`src/rtl/sram_bus_arbiter_pkg.sv`:
```
// Shared types for the inst/data sram-like bus arbiter.
package sram_bus_arbiter_pkg;
  localparam int SRAM_ADDR_W = 32;
  localparam int SRAM_DATA_W = 32;

  typedef enum logic {OWN_INST = 1'b0, OWN_DATA = 1'b1} owner_e;
  typedef enum logic {ARB_IDLE = 1'b0, ARB_LOCKED = 1'b1} arb_state_e;

  typedef struct packed {
    logic                   wr;
    logic [1:0]             size;
    logic [SRAM_ADDR_W-1:0] addr;
    logic [SRAM_DATA_W-1:0] wdata;
  } sram_req_t;
endpackage

```
`src/rtl/sram_bus_arbiter_if.sv`:
```
// One sram-like port: master drives the request, slave answers with addr_ok/data_ok/rdata.
interface sram_bus_arbiter_if #(
  parameter int ADDR_W = 32,
  parameter int DATA_W = 32
);
  logic              req;
  logic              wr;
  logic [1:0]        size;
  logic [ADDR_W-1:0] addr;
  logic [DATA_W-1:0] wdata;
  logic [DATA_W-1:0] rdata;
  logic              addr_ok;
  logic              data_ok;

  modport master (output req, wr, size, addr, wdata, input rdata, addr_ok, data_ok);
  modport slave  (input req, wr, size, addr, wdata, output rdata, addr_ok, data_ok);
endinterface

```
`src/rtl/sram_bus_arbiter_owner_fifo.sv`:
```
// In-order record of which requester owns each accepted-but-unanswered bus request.
module sram_bus_arbiter_owner_fifo
  import sram_bus_arbiter_pkg::*;
#(
  parameter int DEPTH = 4
) (
  input  logic   clk,
  input  logic   rst,
  input  logic   i_push,
  input  logic   i_pop,
  input  owner_e i_owner,
  output owner_e o_head,
  output logic   o_full,
  output logic   o_empty
);
  localparam int PTR_W = $clog2(DEPTH);

  owner_e             r_mem [DEPTH];
  logic [PTR_W-1:0]   r_wptr, r_rptr;
  logic [PTR_W:0]     r_count;
  logic               w_push, w_pop;

  assign o_full  = (r_count == (PTR_W+1)'(DEPTH));
  assign o_empty = (r_count == '0);
  assign o_head  = r_mem[r_rptr];
  assign w_push  = i_push & ~o_full;
  assign w_pop   = i_pop & ~o_empty;

  always_ff @(posedge clk or negedge rst) begin
    if (!rst) begin
      r_wptr  <= '0;
      r_rptr  <= '0;
      r_count <= '0;
    end else begin
      if (w_push) r_wptr <= r_wptr + 1'b1;
      if (w_pop)  r_rptr <= r_rptr + 1'b1;
      case ({w_push, w_pop})
        2'b10:   r_count <= r_count + 1'b1;
        2'b01:   r_count <= r_count - 1'b1;
        default: r_count <= r_count;
      endcase
    end
  end

  // Storage needs no reset: entries are only read between push and pop.
  always_ff @(posedge clk) begin
    if (w_push) r_mem[r_wptr] <= i_owner;
  end
endmodule

```
`src/rtl/sram_bus_arbiter.sv`:
```
// Shares one sram-like master bus between inst and data requesters; responses routed in order.
// Optional: SRAM_ARB_RR_EN selects round-robin grant instead of fixed data-over-inst priority.
module sram_bus_arbiter
  import sram_bus_arbiter_pkg::*;
#(
  parameter int ADDR_W    = SRAM_ADDR_W,
  parameter int DATA_W    = SRAM_DATA_W,
  parameter int MAX_OUTST = 4
) (
  input  logic clk,
  input  logic rst,
  sram_bus_arbiter_if.slave  inst_if,
  sram_bus_arbiter_if.slave  data_if,
  sram_bus_arbiter_if.master bus_if,
  output logic proto_err
);
  arb_state_e r_state, w_state_nx;
  owner_e     r_owner, w_owner_nx, w_idle_grant, w_grant, w_head;
  logic       r_proto_err;
  logic       w_gnt_req, w_bus_vld, w_accept, w_pop, w_full, w_empty;
  sram_req_t  w_inst_fld, w_data_fld, w_sel_fld;

`ifdef SRAM_ARB_RR_EN
  owner_e r_last;

  always_ff @(posedge clk or negedge rst) begin
    if (!rst)          r_last <= OWN_INST;
    else if (w_accept) r_last <= w_grant;
  end

  always_comb begin
    w_idle_grant = data_if.req ? OWN_DATA : OWN_INST;
    if (inst_if.req && data_if.req)
      w_idle_grant = (r_last == OWN_INST) ? OWN_DATA : OWN_INST;
  end
`else
  assign w_idle_grant = data_if.req ? OWN_DATA : OWN_INST;
`endif

  // A request left waiting for addr_ok keeps the bus until accepted or withdrawn.
  assign w_grant   = (r_state == ARB_LOCKED) ? r_owner : w_idle_grant;
  assign w_gnt_req = (w_grant == OWN_DATA) ? data_if.req : inst_if.req;
  assign w_bus_vld = rst & w_gnt_req & ~w_full;
  assign w_accept  = w_bus_vld & bus_if.addr_ok;
  assign w_pop     = bus_if.data_ok & ~w_empty;

  always_comb begin
    w_inst_fld = '{wr: inst_if.wr, size: inst_if.size, addr: inst_if.addr, wdata: inst_if.wdata};
    w_data_fld = '{wr: data_if.wr, size: data_if.size, addr: data_if.addr, wdata: data_if.wdata};
    w_sel_fld  = (w_grant == OWN_DATA) ? w_data_fld : w_inst_fld;
    if (!rst) w_sel_fld = '0;
  end

  always_comb begin
    w_state_nx = r_state;
    w_owner_nx = r_owner;
    case (r_state)
      ARB_IDLE: if (w_bus_vld && !bus_if.addr_ok) begin
        w_state_nx = ARB_LOCKED;
        w_owner_nx = w_grant;
      end
      ARB_LOCKED: if (w_accept || !w_gnt_req) w_state_nx = ARB_IDLE;
      default: w_state_nx = ARB_IDLE;
    endcase
  end

  always_ff @(posedge clk or negedge rst) begin
    if (!rst) begin
      r_state     <= ARB_IDLE;
      r_owner     <= OWN_INST;
      r_proto_err <= 1'b0;
    end else begin
      r_state <= w_state_nx;
      r_owner <= w_owner_nx;
      if (bus_if.data_ok && w_empty) r_proto_err <= 1'b1;
    end
  end

  sram_bus_arbiter_owner_fifo #(.DEPTH(MAX_OUTST)) u_owner_fifo (
    .clk     (clk),
    .rst     (rst),
    .i_push  (w_accept),
    .i_pop   (w_pop),
    .i_owner (w_grant),
    .o_head  (w_head),
    .o_full  (w_full),
    .o_empty (w_empty)
  );

  assign bus_if.req   = w_bus_vld;
  assign bus_if.wr    = w_sel_fld.wr;
  assign bus_if.size  = w_sel_fld.size;
  assign bus_if.addr  = w_sel_fld.addr;
  assign bus_if.wdata = w_sel_fld.wdata;

  assign inst_if.addr_ok = w_accept & (w_grant == OWN_INST);
  assign data_if.addr_ok = w_accept & (w_grant == OWN_DATA);
  assign inst_if.data_ok = w_pop & (w_head == OWN_INST);
  assign data_if.data_ok = w_pop & (w_head == OWN_DATA);
  assign inst_if.rdata   = rst ? bus_if.rdata : '0;
  assign data_if.rdata   = rst ? bus_if.rdata : '0;
  assign proto_err       = r_proto_err;
endmodule

```
`src/flat_wrapper.sv`:
```
// flat-port wrapper written by rule: the top's interface ports become plain ports
module sram_bus_arbiter_flat import sram_bus_arbiter_pkg::*;
#(
  parameter int ADDR_W    = SRAM_ADDR_W,
  parameter int DATA_W    = SRAM_DATA_W,
  parameter int MAX_OUTST = 4
)
  (clk, rst, proto_err, inst_if_req, inst_if_wr, inst_if_size, inst_if_addr, inst_if_wdata, inst_if_rdata, inst_if_addr_ok, inst_if_data_ok, data_if_req, data_if_wr, data_if_size, data_if_addr, data_if_wdata, data_if_rdata, data_if_addr_ok, data_if_data_ok, bus_if_req, bus_if_wr, bus_if_size, bus_if_addr, bus_if_wdata, bus_if_rdata, bus_if_addr_ok, bus_if_data_ok);
  sram_bus_arbiter_if #(.ADDR_W(ADDR_W), .DATA_W(DATA_W)) inst_if_i ();
  sram_bus_arbiter_if #(.ADDR_W(ADDR_W), .DATA_W(DATA_W)) data_if_i ();
  sram_bus_arbiter_if #(.ADDR_W(ADDR_W), .DATA_W(DATA_W)) bus_if_i ();
  input  logic clk;
  input  logic rst;
  output logic proto_err;
  input wire logic [$bits(inst_if_i.req)-1:0] inst_if_req;
  input wire logic [$bits(inst_if_i.wr)-1:0] inst_if_wr;
  input wire logic [$bits(inst_if_i.size)-1:0] inst_if_size;
  input wire logic [$bits(inst_if_i.addr)-1:0] inst_if_addr;
  input wire logic [$bits(inst_if_i.wdata)-1:0] inst_if_wdata;
  output wire logic [$bits(inst_if_i.rdata)-1:0] inst_if_rdata;
  output wire logic [$bits(inst_if_i.addr_ok)-1:0] inst_if_addr_ok;
  output wire logic [$bits(inst_if_i.data_ok)-1:0] inst_if_data_ok;
  input wire logic [$bits(data_if_i.req)-1:0] data_if_req;
  input wire logic [$bits(data_if_i.wr)-1:0] data_if_wr;
  input wire logic [$bits(data_if_i.size)-1:0] data_if_size;
  input wire logic [$bits(data_if_i.addr)-1:0] data_if_addr;
  input wire logic [$bits(data_if_i.wdata)-1:0] data_if_wdata;
  output wire logic [$bits(data_if_i.rdata)-1:0] data_if_rdata;
  output wire logic [$bits(data_if_i.addr_ok)-1:0] data_if_addr_ok;
  output wire logic [$bits(data_if_i.data_ok)-1:0] data_if_data_ok;
  output wire logic [$bits(bus_if_i.req)-1:0] bus_if_req;
  output wire logic [$bits(bus_if_i.wr)-1:0] bus_if_wr;
  output wire logic [$bits(bus_if_i.size)-1:0] bus_if_size;
  output wire logic [$bits(bus_if_i.addr)-1:0] bus_if_addr;
  output wire logic [$bits(bus_if_i.wdata)-1:0] bus_if_wdata;
  input wire logic [$bits(bus_if_i.rdata)-1:0] bus_if_rdata;
  input wire logic [$bits(bus_if_i.addr_ok)-1:0] bus_if_addr_ok;
  input wire logic [$bits(bus_if_i.data_ok)-1:0] bus_if_data_ok;
  assign inst_if_i.req = inst_if_req;
  assign inst_if_i.wr = inst_if_wr;
  assign inst_if_i.size = inst_if_size;
  assign inst_if_i.addr = inst_if_addr;
  assign inst_if_i.wdata = inst_if_wdata;
  assign inst_if_rdata = inst_if_i.rdata;
  assign inst_if_addr_ok = inst_if_i.addr_ok;
  assign inst_if_data_ok = inst_if_i.data_ok;
  assign data_if_i.req = data_if_req;
  assign data_if_i.wr = data_if_wr;
  assign data_if_i.size = data_if_size;
  assign data_if_i.addr = data_if_addr;
  assign data_if_i.wdata = data_if_wdata;
  assign data_if_rdata = data_if_i.rdata;
  assign data_if_addr_ok = data_if_i.addr_ok;
  assign data_if_data_ok = data_if_i.data_ok;
  assign bus_if_req = bus_if_i.req;
  assign bus_if_wr = bus_if_i.wr;
  assign bus_if_size = bus_if_i.size;
  assign bus_if_addr = bus_if_i.addr;
  assign bus_if_wdata = bus_if_i.wdata;
  assign bus_if_i.rdata = bus_if_rdata;
  assign bus_if_i.addr_ok = bus_if_addr_ok;
  assign bus_if_i.data_ok = bus_if_data_ok;
  sram_bus_arbiter #(.ADDR_W(ADDR_W), .DATA_W(DATA_W), .MAX_OUTST(MAX_OUTST)) u_core (.clk(clk), .rst(rst), .inst_if(inst_if_i), .data_if(data_if_i), .bus_if(bus_if_i), .proto_err(proto_err));
endmodule
```
`config.mk`:
```
export PLATFORM = sky130hd
export DESIGN_NAME = sram_bus_arbiter_flat
export DESIGN_NICKNAME = d
export VERILOG_FILES = /design/src/rtl/sram_bus_arbiter_pkg.sv /design/src/rtl/sram_bus_arbiter_if.sv /design/src/rtl/sram_bus_arbiter_owner_fifo.sv /design/src/rtl/sram_bus_arbiter.sv /design/src/flat_wrapper.sv
export SDC_FILE = /design/constraint.sdc
export NUM_CORES = 1
export LEC_CHECK = 0
export ABC_AREA = 0
export BUFFER_PORTS_ARGS = -buffer_cell sky130_fd_sc_hd__buf_2
export CAP_MARGIN = 20
export CORE_AREA = 2 2 122 124
export DETAILED_ROUTE_END_ITERATION = 10
export DIE_AREA = 0 0 124 126
export GPL_TIMING_DRIVEN = 1
export HOLD_SLACK_MARGIN = 0.06
export MAX_ROUTING_LAYER = met4
export PLACE_DENSITY_LB_ADDON = 0.1
export SLEW_MARGIN = 20
export SYNTH_ARGS = -nofsm -noshare
export SYNTH_HDL_FRONTEND = slang
export SYNTH_SLANG_ARGS = --single-unit
```
`constraint.sdc`:
```
create_clock -name clk -period 2.1 [get_ports clk]
set_clock_uncertainty 0.1 [all_clocks]
set_input_delay 0.42 -clock clk [delete_from_list [all_inputs] [get_ports clk]]
set_output_delay 0.42 -clock clk [all_outputs]
set_load 0.05 [all_outputs]
```
Word level (Yosys, flattened, before mapping)
Memory sizes are Yosys's and may differ from the RTL's.
Index checks and enable logic that the tools add are counted.

cells by class
  muxes and demuxes = 12
  add/subtract/negate cells = 4
  bitwise gates (word level) = 15
  reductions and logical operators = 8
  eq/ne operators = 3

operator list
  operator                                                                number
  67-bit two-way mux                                                      2
  32-bit two-way mux                                                      1
  1-bit bitwise AND                                                       10
  1-bit two-way mux                                                       7
  3-bit case mux with 2 select lines                                      1
  1-bit NOT                                                               5
  2-bit by 1-bit adder with 2-bit output (second input constant)          2
  3-bit by 1-bit adder with 3-bit output (second input constant)          1
  3-bit equality test (second input constant)                             1
  3-bit logical NOT                                                       1
  3-bit by 1-bit subtractor with 3-bit output (second input constant)     1
  2-bit by 1-bit equality test with 1-bit output (second input constant)  1
  2-bit equality test (second input constant)                             1
  1-bit logical AND                                                       2
  1-bit logical NOT                                                       2
  1-bit case mux with 2 select lines                                      1
  2-bit AND reduction                                                     1
  2-bit nonzero test                                                      1
  1-bit logical OR                                                        1

word-level totals
  memories = 1
  word-level logic and storage cells = 49
  RAM bits = 4
  output and inout bits = 137
  input bits = 172
  flip-flop bits (word level) = 10

memories
  name                       words  bits a word  rd ports  clocked after memory_dff  write ports  RTL line                           RTL
  u_core.u_owner_fifo.r_mem  4      1            1         0                         1            sram_bus_arbiter_owner_fifo.sv:18  owner_e r_mem [DEPTH];

Logic depth before layout (Yosys ltp)
  depth in word-level cells = 9
  gate-level depth with buffers = 10
  mapped depth without buffers = 10

Cells and area by module
A second synthesis with hierarchy kept.

unflattened totals
  cells, all modules = 359
  area total of the unflattened synthesis = 2426.1 sq um

modules (own cells, without submodules)
  module                       sequential area each (sq um)  cells an instance  times used  area an instance (sq um)
  sram_bus_arbiter             75.1                          316                1           1844.3
  sram_bus_arbiter_owner_fifo  295.3                         43                 1           581.8

Worst setup path before layout
OpenSTA, ideal clock, no wires.

  path type = reg2out
  from = register u_core.r_state
  to = output port inst_if_addr_ok
  path slack = -0.962 ns
  data required time = 1.580 ns
  stages on the path, launching flop included = 5
  path buffers = 1
  arrival = 2.542 ns
  cell sequence = dfrtp_1 -> mux2i_4 -> inv_4 -> buf_4 -> nor4_1

on the way
  cells in the longest elaborated chain, start to end = 6
  elaborated cells between the ends (all ways) = 7
  those cells by class = mux (2); bitwise (5)

ends and longest elaborated chain
  item                             RTL line                           RTL
  start: declaration               sram_bus_arbiter.sv:17             arb_state_e r_state, w_state_nx;
  start signal: assignment         sram_bus_arbiter.sv:73             r_state <= w_state_nx;
  1-bit two-way mux (*)            sram_bus_arbiter.sv:41             assign w_grant = (r_state == ARB_LOCKED) ? r_owner : w_idle_grant;
  via u_core.u_owner_fifo.i_owner  sram_bus_arbiter_owner_fifo.sv:11  input owner_e i_owner,
  1-bit two-way mux                sram_bus_arbiter.sv:42             assign w_gnt_req = (w_grant == OWN_DATA) ? data_if.req : inst_if.req;
  1-bit bitwise AND (2 in series)  sram_bus_arbiter.sv:43             assign w_bus_vld = rst & w_gnt_req & ~w_full;
  1-bit bitwise AND                sram_bus_arbiter.sv:44             assign w_accept = w_bus_vld & bus_if.addr_ok;
  1-bit bitwise AND (*)            sram_bus_arbiter.sv:96             assign inst_if.addr_ok = w_accept & (w_grant == OWN_INST);
  end: declaration                 flat_wrapper.sv:21                 output wire logic [$bits(inst_if_i.addr_ok)-1:0] inst_if_addr_ok;

Mark *: on every way through the listed nets, which the timed path passes. The rest lies on a longest branch.

Worst setup path in the final report
  from = register u_core.r_state
  to = output port bus_if_addr[29]

on the way
  cells in the longest elaborated chain, start to end = 3

ends and longest elaborated chain
  item                RTL line                RTL
  1-bit two-way mux   sram_bus_arbiter.sv:41
  67-bit two-way mux  sram_bus_arbiter.sv:50  w_sel_fld = (w_grant == OWN_DATA) ? w_data_fld : w_inst_fld;
  67-bit two-way mux  sram_bus_arbiter.sv:51  if (!rst) w_sel_fld = '0;
  end: declaration    flat_wrapper.sv:34      output wire logic [$bits(bus_if_i.addr)-1:0] bus_if_addr;

Every way passes these cells.

==> metrics <==
clock buffers created by TritonCTS 3; top post-synthesis cells by area sky130_fd_sc_hd__nand2_1 (21%), sky130_fd_sc_hd__a21boi_0 (18%), sky130_fd_sc_hd__buf_4 (12%); Cells after DPL 809; width of the chip 124 um; routed wire length 12,700 um; combinational family with the most area after synthesis simple AND/OR/NAND/NOR gates; clock tree from TritonCTS yes; compound-cell area share of the yosys netlist 0.240; detailed-routing wirelength on met1 4600 um; vias in the first global route 3,576; Worst Max-Slew Pin Slew 287 ps; RR Endpoint u_core.u_owner_fifo.r_count[2]; DR vias 3,415; type of the most critical hold path primary input to asynchronous set/reset pin; R2R setup slack -100 ps; final core utilization 0.436; vertical die dimension 126 um; area share of the largest cell type after synthesis 0.214; WL met2 7040 um; startpoint of the lowest-slack register-to-register path u_core.r_state; post-synthesis sequential area ratio 0.156; crit end category primary output; worst setup slack after layout -210 ps; average wire per standard cell 15.2 um; final number of max-transition violations 0; synthesized net count 533; Syn. warnings 0; drt pass-1 iters 4; Worst Path Max Fanout 8; XOR/XNOR share of the synthesized area 0.0222; Core Box Area 0.0143 mm2; number of remaining DRC errors 0; htree depth 1; Initial Util 0.166; Static Leakage 0.00330 uW; quantity of hold-fixing buffers added after cts 0; detailed router's first-iteration violation count 79; library cells used by synthesis 29; count of non-filler cells in the finished layout 839; synthesized netlist cell count 355; Sink Count 14; endpoint of the worst setup timing path bus_if_addr[29]; Final Hold Fails 0; row cnt 44; final weighted congestion in routability-driven placement 0.831; buffer type at the clock tree root sky130_fd_sc_hd__clkbuf_16; latest clock arrival within the worst-skew pair 240 ps; cell count of the worst reg-to-reg path 12; fraction of layout cells with a size suffix above 1 0.803; crit path kind flip-flop to primary output; Via-to-Cell Ratio 4.07; number of antenna violations at the first check in global routing 1; failing checks negative setup slack; post-synthesis cell area 0.00237 mm2; final critical-path required period 2310 ps; worst setup path startpoint u_core.r_state; Yosys top cell by area sky130_fd_sc_hd__nand2_1; antenna-violating nets left 0; Fmax 433 MHz; final worst path period share 1.10; Detailed Place HPWL 9420 um; Nets 833; # setup viols final 70; I/O pin cnt 309; element type at the critical path start flip-flop; max-cap violations 0; setup repair after global routing missed its margin yes; wire length of the first global-routing pass 18,800 um; total overflow reported by the global router 0; synthesis-to-layout area growth 163%; flops & latches, synth 14; Total Die Area 0.0156 mm2; maximum number of pins on one net before global-route repair 72; top metal layer carrying routed signals met4; adder and majority gate portion of the synthesized area 0.0348; Max IR drop VDD 0.000573 V; detailed route wirelength on metal3 1030 um; buffer levels on the longest clock path 2; clock transition at the registers of the reported paths 40 ps; average cell area after synthesis 6.68 um2; crit path DAT 1790 ps; Port Buf Inserts 308; outcome finished, violations left; global routing usage summed across all routing layers 0.157; area fraction in and, or, nand and nor cells after synthesis 0.337; share of cell area taken by muxes after synthesis 0.0322; required time of the worst setup path 1580 ps; total power per unit cell area 847 mW/mm2; worst rel slew slack 0.809
==> placed cells by master, fill, tap and decap left out, drive strengths merged <==
cell,synthesis,final
nor3,2,2
a21o,1,1
buf,44,351
mux2,1,1
clkinv,0,2
nor4,2,2
a21boi,68,68
nand2b,2,2
and2,37,37
mux2i,3,3
fa,1,1
mux4,1,1
nor2,4,4
edfxtp,4,4
xnor2,5,5
inv,12,12
diode,0,1
o22ai,1,1
ha,5,5
o41ai,2,2
nand2,135,135
xor2,1,1
clkbuf,13,3
o31ai,1,1
dfrtp,10,10
==> power by group <==
group	internal (uW)	switching, uW
clock network	251	105
registers	398	113
logic	1900	2520
total	2550	2740
==> critical path, stage by stage (launching register included) <==
cell                        delay (ps)
sky130_fd_sc_hd__dfrtp_2           390
sky130_fd_sc_hd__mux2i_4           250
sky130_fd_sc_hd__buf_12            190
sky130_fd_sc_hd__clkinv_16          90
sky130_fd_sc_hd__buf_12            130
sky130_fd_sc_hd__buf_16            130
sky130_fd_sc_hd__buf_6             110
sky130_fd_sc_hd__nand2_4            50
sky130_fd_sc_hd__a21boi_4           50
sky130_fd_sc_hd__buf_8             140
==> flip-flops by register name, summed over array words and instances (netlist names) <==
| signal | cells |
|---|---|
| u_core.u_owner_fifo.r_mem | 4 |
| u_core.u_owner_fifo.r_count | 3 |
| u_core.u_owner_fifo.r_rptr | 2 |
| u_core.u_owner_fifo.r_wptr | 2 |
| u_core.proto_err | 1 |
| u_core.r_owner | 1 |
| u_core.r_state | 1 |
==> cells by family after synthesis <==
family | Yosys count
buf+inv | 69
fa+ha+maj | 6
mux | 5
compound gates | 73
simple gates | 182
xor+xnor | 6
flops | 14
==> cells in the mapped netlist, drive strengths merged <==
cell type and number:
nor3 2, a21boi 68, and2 37, mux2 1, o22ai 1, nor2 4, nand2b 2, xor2 1
clkbuf 13, a21o 1, fa 1, inv 12, xnor2 5, o31ai 1, ha 5, nor4 2
edfxtp 4, mux4 1, buf 44, dfrtp 10, o41ai 2, mux2i 3, nand2 135
==> per-stage QoR <==
step | cell area [um2] | hold slack (ps) | worst slack (ps) | setup TNS, ps | power, uW
final | 6240 | 68.3 | -210 | -9150 | 5290
after global routing | 6240 | 89.9 | -272 | -14060 | 5600
after CTS | 6080 | 78.6 | -250 | -12170 | 5290
after detailed placement | 4730 | 334 | -155 | -4220 | 3660
after global placement | 4730 | 337 | -123 | -3700 | 3640
after floorplan | 3030 | 24.4 | -218 | -825 | 2860
==> layer usage <==
| layer | up-vias | global-route usage |
|---|---|---|
| met5 | - | - |
| met4 | 0 | 0.0178 |
| met2 | 126 | 0.303 |
| met1 | 1574 | 0.170 |
| met3 | 7 | 0.0249 |
| li1 | 1708 | - |
==> layout make-up <==
cell class	instances	area (um2)
diodes	1	2.50
clock buffers	3	75.1
clock inverters	1	3.75
fillers	1385	8070
inverters	12	71.3
multi-input cells	272	2750
flip-flops and latches	14	374
well taps	184	230
repair buffers	351	2730
repair inverters	1	8.76
==> worst min-delay path by stage <==
stage,start,to,slack [ps],cells past startpoint
after floorplan,rst,u_core.proto_err,20,0
after global placement,rst,u_core.u_owner_fifo.r_count[2],340,2
after detailed placement,rst,u_core.u_owner_fifo.r_count[1],330,2
after CTS,rst,u_core.u_owner_fifo.r_count[1],80,2
after global routing,rst,u_core.u_owner_fifo.r_count[1],90,2
final,rst,u_core.u_owner_fifo.r_count[2],70,2
==> timing repair <==
action / 4_1_cts / 5_1_grt
pin swaps: 50 / 35
buffers inserted: 16 / 3
hold endpoints to repair: 0 / 0
gates resized for setup: 241 / 69
setup endpoints to repair: 73 / 74
cloned: 11 / 0
(Power assumes the default switching activity.)
